### src/rtl/demux_rr_sched.sv
// Scheduler for a 1:8 word demultiplexer. It holds one word and steers it to a channel chosen
// round-robin over the enabled channels or by an explicit destination.
module demux_rr_sched #(
  parameter int DW      = 8,
  parameter int TIMEOUT = 15
) (
  input  logic          clk,
  input  logic          rst_n,
  input  logic          in_valid,
  input  logic [DW-1:0] in_data,
  input  logic [2:0]    in_dest,
  output logic          in_ready,
  input  logic          mode,
  input  logic [7:0]    ch_en,
  output logic [2:0]    sel,
  output logic [7:0]    out_valid,
  output logic [DW-1:0] out_data,
  input  logic [7:0]    out_ready,
  output logic [7:0]    skip_cnt,
  output logic [7:0]    drop_cnt
);

  typedef enum logic {
    ST_IDLE = 1'b0,
    ST_SEND = 1'b1
  } state_t;

  localparam logic [7:0] TIMEOUT_C = 8'(TIMEOUT);

  state_t        state_q, state_d;
  logic [2:0]    sel_q, sel_d;
  logic [2:0]    last_q, last_d;
  logic [DW-1:0] data_q, data_d;
  logic          mode_q, mode_d;
  logic [7:0]    wait_q, wait_d;
  logic [7:0]    skip_q, skip_d;
  logic [7:0]    drop_q, drop_d;
  logic [7:0]    valid_q, valid_d;

  logic          transfer_s;
  logic          accept_s;
  logic          rr_blocked_s;
  logic [2:0]    last_eff_s;

  // First enabled channel strictly after 'from', wrapping; 'from' itself is tried last.
  function automatic logic [2:0] next_enabled(input logic [7:0] mask, input logic [2:0] from);
    logic [2:0] idx;
    logic [2:0] res;
    logic       found;
    res   = from;
    found = 1'b0;
    for (int k = 1; k <= 8; k++) begin
      idx   = from + 3'(k);
      res   = (!found && mask[idx]) ? idx : res;
      found = found | mask[idx];
    end
    return res;
  endfunction

  function automatic logic [7:0] sat_inc(input logic [7:0] v);
    return (v == 8'hFF) ? v : v + 8'd1;
  endfunction

  function automatic logic [7:0] one_hot(input logic [2:0] ch);
    return 8'd1 << ch;
  endfunction

  // Handshake terms; a word finishing this cycle moves the round-robin pointer before selection.
  always_comb begin
    transfer_s   = (state_q == ST_SEND) && out_ready[sel_q];
    rr_blocked_s = (mode == 1'b0) && (ch_en == 8'h00);
    in_ready     = ((state_q == ST_IDLE) || transfer_s) && !rr_blocked_s;
    accept_s     = in_valid && in_ready;
    last_eff_s   = transfer_s ? sel_q : last_q;
  end

  // Next-state and datapath decisions.
  always_comb begin
    state_d = state_q;
    sel_d   = sel_q;
    last_d  = last_eff_s;
    data_d  = data_q;
    mode_d  = mode_q;
    wait_d  = wait_q;
    skip_d  = skip_q;
    drop_d  = drop_q;
    if (accept_s) begin
      data_d = in_data;
      mode_d = mode;
      wait_d = 8'd0;
      if (mode == 1'b0) begin
        sel_d   = next_enabled(ch_en, last_eff_s);
        state_d = ST_SEND;
      end else if (ch_en[in_dest]) begin
        sel_d   = in_dest;
        state_d = ST_SEND;
      end else begin
        drop_d  = sat_inc(drop_q);
        state_d = ST_IDLE;
      end
    end else begin
      case (state_q)
        ST_SEND: begin
          if (transfer_s) begin
            state_d = ST_IDLE;
          end else if (!ch_en[sel_q]) begin
            // Channel disabled under a held word: addressed words are lost, RR words move on.
            if (mode_q) begin
              drop_d  = sat_inc(drop_q);
              state_d = ST_IDLE;
            end else if (ch_en != 8'h00) begin
              sel_d  = next_enabled(ch_en, sel_q);
              wait_d = 8'd0;
            end else begin
              sel_d = sel_q;
            end
          end else if (!mode_q) begin
            if ((wait_q + 8'd1) == TIMEOUT_C) begin
              sel_d  = next_enabled(ch_en, sel_q);
              skip_d = sat_inc(skip_q);
              wait_d = 8'd0;
            end else begin
              wait_d = wait_q + 8'd1;
            end
          end else begin
            wait_d = wait_q;
          end
        end
        default: begin
          state_d = ST_IDLE;
        end
      endcase
    end
    valid_d = (state_d == ST_SEND) ? one_hot(sel_d) : 8'h00;
  end

  // State registers with synchronous active-low reset.
  always_ff @(posedge clk) begin
    if (!rst_n) begin
      state_q <= ST_IDLE;
      sel_q   <= 3'd0;
      last_q  <= 3'd7;
      data_q  <= '0;
      mode_q  <= 1'b0;
      wait_q  <= 8'd0;
      skip_q  <= 8'd0;
      drop_q  <= 8'd0;
      valid_q <= 8'h00;
    end else begin
      state_q <= state_d;
      sel_q   <= sel_d;
      last_q  <= last_d;
      data_q  <= data_d;
      mode_q  <= mode_d;
      wait_q  <= wait_d;
      skip_q  <= skip_d;
      drop_q  <= drop_d;
      valid_q <= valid_d;
    end
  end

  assign sel       = sel_q;
  assign out_valid = valid_q;
  assign out_data  = data_q;
  assign skip_cnt  = skip_q;
  assign drop_cnt  = drop_q;

endmodule

### config.mk
export PLATFORM = sky130hd
export DESIGN_NAME = demux_rr_sched
export DESIGN_NICKNAME = d
export VERILOG_FILES = /design/src/rtl/demux_rr_sched.sv
export SDC_FILE = /design/constraint.sdc
export NUM_CORES = 1
export LEC_CHECK = 0
export BUFFER_PORTS_ARGS = -buffer_cell sky130_fd_sc_hd__buf_4
export CAP_MARGIN = 20
export CORE_ASPECT_RATIO = 1.25
export CORE_MARGIN = 3
export CORE_UTILIZATION = 52
export DETAILED_ROUTE_END_ITERATION = 6
export PLACE_DENSITY = 0.77
export SYNTH_ARGS = -nofsm -noshare
export SYNTH_HDL_FRONTEND = slang
export SYNTH_SLANG_ARGS = --single-unit
### constraint.sdc
create_clock -name clk -period 5.7 [get_ports clk]
set_clock_uncertainty 0.2 [all_clocks]
set_input_delay 1.14 -clock clk [delete_from_list [all_inputs] [get_ports clk]]
set_output_delay 1.14 -clock clk [all_outputs]
set_load 0.02 [all_outputs]
Yosys cells after proc, flatten, opt, wreduce, memory -nomap -nowiden
Cells that the tools add are included.

word-level totals
  register bits after elaboration = 48
  output and inout bits = 36
  logic and storage cells = 197
  input port bits = 31

operators by class
  bitwise operators = 19
  shifts and indexed selects = 1
  reductions and logical operators = 44
  multiplexer cells = 83
  add/sub/neg operators = 17
  magnitude comparators = 17
  equal/unequal tests = 7

operator list
  operator               number
  $mux W8                13
  $mux W3                27
  $lt A3 B4 Y1 const B   17
  $bmux W1 S3            18
  $mux W1                25
  $add A3 B3 Y3 const B  8
  $add A8 B1 Y8 const B  3
  $logic_and A1 B1 Y1    18
  $eq A8 B8 Y1 const B   2
  $logic_not A1 Y1       15
  $add A3 B2 Y3 const B  4
  $or A1 B1 Y1           12
  $eq A8 B4 Y1 const B   1
  $logic_not A8 Y1       1
  $reduce_bool A8 Y1     1
  $shl A1 B3 Y8 const A  1
  $not A1 Y1             7
  $reduce_and A7 Y1      1
  $add A3 B1 Y3 const B  2
  $ne A2 B2 Y1 const B   3
  $reduce_and A6 Y1      1
  $reduce_bool A2 Y1     3
  $reduce_and A4 Y1      1
  $ne A2 B1 Y1 const B   1
  other kinds (3)        3

Logic depth before layout (Yosys ltp)
  word-level depth = 19
  depth in mapped cells = 18
  mapped depth without buffers = 15

Worst setup path before layout
Ideal clock, no wire load.

  path type = input -> register
  start = in out_ready[3]
  end = reg valid_q[4] (netlist: out_valid[4])
  stages on the path = 15
  arrival time = 5.446 ns
  path slack = -0.063 ns
  setup time = 0.117 ns
  data required time = 5.383 ns
  path through = mux4_2 -> o22ai_2 -> o21ai_0 -> nand2_1 -> clkinv_1 -> ha_1 -> clkbuf_1 -> inv_1 -> a221oi_1 -> nor4_1 -> or2_2 -> nor4b_1 -> o211ai_1 -> a211o_1 -> and4b_1

between the ends
  word-level cells in the longest chain between the ends = 19
  elaborated cells on any way between the ends = 67
  those cells by class = add/sub (7); shift (1); mux (34); bitwise (6); reduce/logical (19)

RTL lines
  item                                                     line    source
  start: declaration                                       18      input logic [7:0] out_ready,
  $bmux W1 S3 (*)                                          70      transfer_s = (state_q == ST_SEND) && out_ready[sel_q];
  $mux W1 (implied by the code) (*)                        70
  $logic_and A1 B1 Y1 (*)                                  70
  $mux W3 (*)                                              74      last_eff_s = transfer_s ? sel_q : last_q;
  net last_d[1]                                            32      logic [2:0] last_q, last_d;
  $add A3 B1 Y3 / $add A3 B2 Y3 (equally long branches)    53      idx = from + 3'(k);
  $bmux W1 S3                                              54, 55
  $mux W1 (implied by the code)                            54, 55
  $or A1 B1 Y1 / $logic_not A1 Y1 (equally long branches)  55, 54
  $logic_not A1 Y1 (tied with other cells)                 54      res = (!found && mask[idx]) ? idx : res;
  $logic_and A1 B1 Y1 (tied with other cells)              54
  $mux W3 (tied with other cells) (4 in series)            54
  $mux W3 / $logic_and A1 B1 Y1 (equally long branches)    54
  $mux W3 (*)                                              54
  $mux W3 (*)                                              91      if (mode == 1'b0) begin
  $mux W3 (*)                                              87      if (accept_s) begin
  $shl A1 B3 Y8 (*)                                        65      return 8'd1 << ch;
  end signal: assignment                                   158     valid_q <= valid_d;
  end: declaration                                         38      logic [7:0] valid_q, valid_d;

Mark *: on every way through the listed nets, which the timed path passes. The rest lies on a longest branch. The select of a mux whose other input is x is not followed.
A chain may end at the register's enable or synchronous reset.

Worst setup path after layout
  start = in out_ready[3]
  end = reg valid_q[7] (netlist: out_valid[7])

between the ends
  word-level cells in the longest chain between the ends = 19
  elaborated cells on any way between the ends = 67
  those cells by class = add/sub (7); shift (1); mux (34); bitwise (6); reduce/logical (19)

RTL lines
  item                                                     line
  $bmux W1 S3 (*)                                          70
  $mux W1 (implied by the code) (*)                        70
  $logic_and A1 B1 Y1 (*)                                  70
  $mux W3                                                  74
  $add A3 B1 Y3 / $add A3 B2 Y3 (equally long branches)    53
  $bmux W1 S3                                              54, 55
  $mux W1 (implied by the code)                            54, 55
  $logic_not A1 Y1 / $or A1 B1 Y1 (equally long branches)  54, 55
  $logic_and A1 B1 Y1 (tied with other cells)              54
  $mux W3 (tied with other cells) (5 in series)            54
  $mux W3 / $logic_and A1 B1 Y1 (equally long branches)    54
  $mux W3                                                  54
  $mux W3                                                  91
  $mux W3                                                  87
  $shl A1 B3 Y8                                            65

Mark *: on every way between the ends. The rest lies on a longest branch, timed or not. The select of a mux whose other input is x is not followed.

==> flow_summary.yaml <==
detailed_routing:
  per_cell_routed_wire_length_um: 17.6
  postRouteWirelength_mm: 11.8
  drc_errors: 0
  via_per_inst: 6.54
  via_count: 4384
  drt_iter0_markers: 430
  detail-route-antenna-nets: 0
  dr.pass1.iters: 5
run_status:
  status: "completed"
logic_synthesis:
  synth_top_area_share_pct: 23.5
  yosys.area.top_type: "sky130_fd_sc_hd__dfxtp_1"
  yosys_warnings: 0
  synth_commonest_cells: "sky130_fd_sc_hd__nor2_1, sky130_fd_sc_hd__dfxtp_1, sky130_fd_sc_hd__nand2_1, sky130_fd_sc_hd__mux2i_1, sky130_fd_sc_hd__a21oi_1"
  netlist_area_um2: 4090
  synthMostInstantiatedCell: "sky130_fd_sc_hd__nor2_1"
  netlist-cell-type-count: 73
  syn_area_per_cell_um2: 8.03
  syn-instance-count: 509
  post_synth_main_area_contributors: "sky130_fd_sc_hd__dfxtp_1, sky130_fd_sc_hd__mux2i_1, sky130_fd_sc_hd__nor2_1"
  mappedNetlistNets: 548
  number_of_synthesized_flops_with_an_enable_pin: 0
  yosys_register_bits: 48
  ys_seq_area_share_pct: 23.5
  ys.flop_type: "sky130_fd_sc_hd__dfxtp_1"
  synth_async_sr_flop_share_pct: 0
placed_design:
  routabilityCongestion: 0.962
  postPlaceCellArea_um2: 4740
  placedCellCount: 662
  place.detailed.hpwl_mm: 9.10
  count_of_buffers_inserted_at_the_top_level_ports: 66
power:
  post-layout-total-power_mw: 1.97
  power.combinational.fraction_pct: 69.3
  power.density_nw_per_um2: 408
  pwr-share-seq_pct: 20.0
  power_leakage_nw: 1.98
  p_int_mw: 1.02
  power.switching_mw: 0.952
  ir_worst_vdd_mv: 0.211
  clockPowerShare_pct: 10.8
  power.share.switching_pct: 48.2
global_routing:
  grt_antenna_before_repair: 0
  grt_first_pass_wirelength_mm: 19.6
  remaining_global_route_overflow: 0
  grt_max_degree: 29
  first_global_vias: 4187
  grt_usage_pct: 26.2
finish:
  layout.nets: 616
  layout.cells.non_filler: 670
  antenna-diode-count: 0
  areaGrowthSynthToFinish_pct: 18.4
  layout-drive-gt1-share_pct: 22.5
  finish.instance_area_um2: 4840
  final.fill_count: 676
sta:
  final_max_slew_viol_count: 0
  setup-tns-final_ns: 0
  finalSetupViolCount: 0
  min_period_ns: 5.30
  max_freq_ghz: 0.189
  grt_setup_unrepaired: "false"
  worst_relative_slew_slack_pct: 44.6
  finalHoldWorstSlack_ns: 0.304
  report.final.hold_viol_count: 0
  final.period_utilization_pct: 93.0
  worst_slew_pin_slew_ns: 0.825
worst_setup_path:
  timing.critical_path.required_ns: 5.72
  critPathTopFamily: "compound AO/OA/AOI/OAI gates"
  crit_path_frequent_cell: "sky130_fd_sc_hd__buf_4"
  critical_path.slowest_cell: "sky130_fd_sc_hd__mux4_2"
  crit_path_cell_trace: "buf_4 -> mux4_2 -> o22a_1 -> a21boi_0 -> nor2_2 -> ha_1 -> buf_4 -> mux2_2 -> nor3_1 -> or4_1 -> a21bo_2 -> nor4b_2 -> o211ai_1 -> a211o_1 -> a211oi_1"
  timing.critical_path.fanout_max: 9
  cp-end-kind: "flip-flop"
  worstPathBufferInverterCount: 2
  critical_path_class: "input port to flip-flop"
  start_kind: "input port"
  timing.critical_path.arrival_ns: 5.32
  cp_slowest_stage_delay_ns: 0.51
clock_network:
  htreeDepth: 2
  cts_buffer_count: 5
  ctsHoldBuffers: 0
  clock_tree.buffer_depth: 2
  ctsResizeCount: 0
  cts_tree: "yes"
  post-cts-setup-buffers: 0
  cts.sinks: 48
  insertion_delay_ns: 0.30
  cts.clk_slew.worst_paths_ns: 0.10
  ctsRootBufferMaster: "sky130_fd_sc_hd__clkbuf_8"
worst_hold_path:
  worst_hold_class: "flip-flop to flip-flop"
die:
  pin_count: 67
  vert_die_dim_um: 105
  floorplan.core_area_um2: 7490
  initial_core_util_pct: 54.6
  floorplan.die_area_um2: 8960
  die_width_um: 85.3
  rows: 35
flow_run:
  cap_viol_max_count: 0
## worst reg2reg max path, cell delays in order (launching register included)
cell and delay [ns]:
sky130_fd_sc_hd__dfxtp_1 0.69, sky130_fd_sc_hd__mux4_2 0.64, sky130_fd_sc_hd__o22a_1 0.21, sky130_fd_sc_hd__a21boi_0 0.32, sky130_fd_sc_hd__nor2_2 0.07, sky130_fd_sc_hd__ha_1 0.37, sky130_fd_sc_hd__buf_4 0.20, sky130_fd_sc_hd__mux2_2 0.35
sky130_fd_sc_hd__nor3_1 0.22, sky130_fd_sc_hd__or4_1 0.20, sky130_fd_sc_hd__a21bo_2 0.25, sky130_fd_sc_hd__nor4b_2 0.50, sky130_fd_sc_hd__o211ai_1 0.19, sky130_fd_sc_hd__a211o_1 0.40, sky130_fd_sc_hd__a211oi_1 0.28
## cell families after synthesis
group | Yosys count | share of synthesized area (%)
AND/OR/NAND/NOR | 207 | 25.4
flip-flops | 48 | 23.5
AO/OA/AOI/OAI | 130 | 23.2
multiplexers | 51 | 16.6
buffers and inverters | 43 | 4.20
XOR/XNOR | 22 | 4.72
adder cells (fa/ha/maj) | 8 | 2.45
## power groups by stage
stage	clock network (mW)	registers [mW]	logic, mW
after global routing	0.232	0.397	1.48
after detailed placement	0	0.400	1.33
final	0.213	0.394	1.37
after global placement	0	0.399	1.31
after CTS	0.220	0.392	1.34
after floorplan	0	0.404	0.967
## state kept, by name, summed over array words and instances, names as in the netlist
name,flops
wait_q,8
drop_cnt,8
out_valid,8
last_q,3
state_q,1
sel,3
out_data,8
mode_q,1
skip_cnt,8
## metal layers
metal | track usage [%] | wire, µm | vias up
met3 | 4.89 | 1060 | 38
met1 | 31.9 | 4730 | 2042
met2 | 45.1 | 5590 | 227
met5 | 0 | 0 | -
met4 | 10.2 | 386 | 0
li1 | - | - | 2077
## area by class of cell
| class | instances | area (µm²) | share of cell area (%) |
|---|---|---|---|
| timing repair buffer | 85 | 638 | 13.2 |
| sequential | 48 | 961 | 19.9 |
| clock inverter | 3 | 25.0 | 0.517 |
| multi-input combinational | 418 | 2960 | 61.2 |
| tap | 92 | 115 | 2.38 |
| inverter | 19 | 71.3 | 1.47 |
| clock buffer | 5 | 68.8 | 1.42 |
## final timing paths
path                 from      endpoint  slack, ns  cells past startpoint
max          out_ready[3]  out_valid[7]       0.40                     15
min           out_data[7]   out_data[7]       0.30                      2
max reg2reg        sel[0]  out_valid[7]       0.53                     14
min reg2reg   out_data[7]   out_data[7]       0.30                      2
## metrics by stage
step / utilization [%] / worst slack [ns]
after global placement: 63.4 / 0.370
after floorplan: - / 0.0812
final: 64.6 / 0.399
after CTS: 64.6 / 0.481
after global routing: 64.6 / 0.110
after detailed placement: 63.4 / 0.177
## placed cells by master, fill, tap and decap left out, drive strengths merged, types with 10 or more instances in the layout
master	count
buf	85
dfxtp	48
and3	10
nor2	64
o21ai	20
nor3	19
nand3	21
mux4	11
a21oi	25
mux2	12
xor2	14
nor4	10
inv	20
nand2	41
mux2i	28
Note: power is estimated with default switching activity, not from simulation.
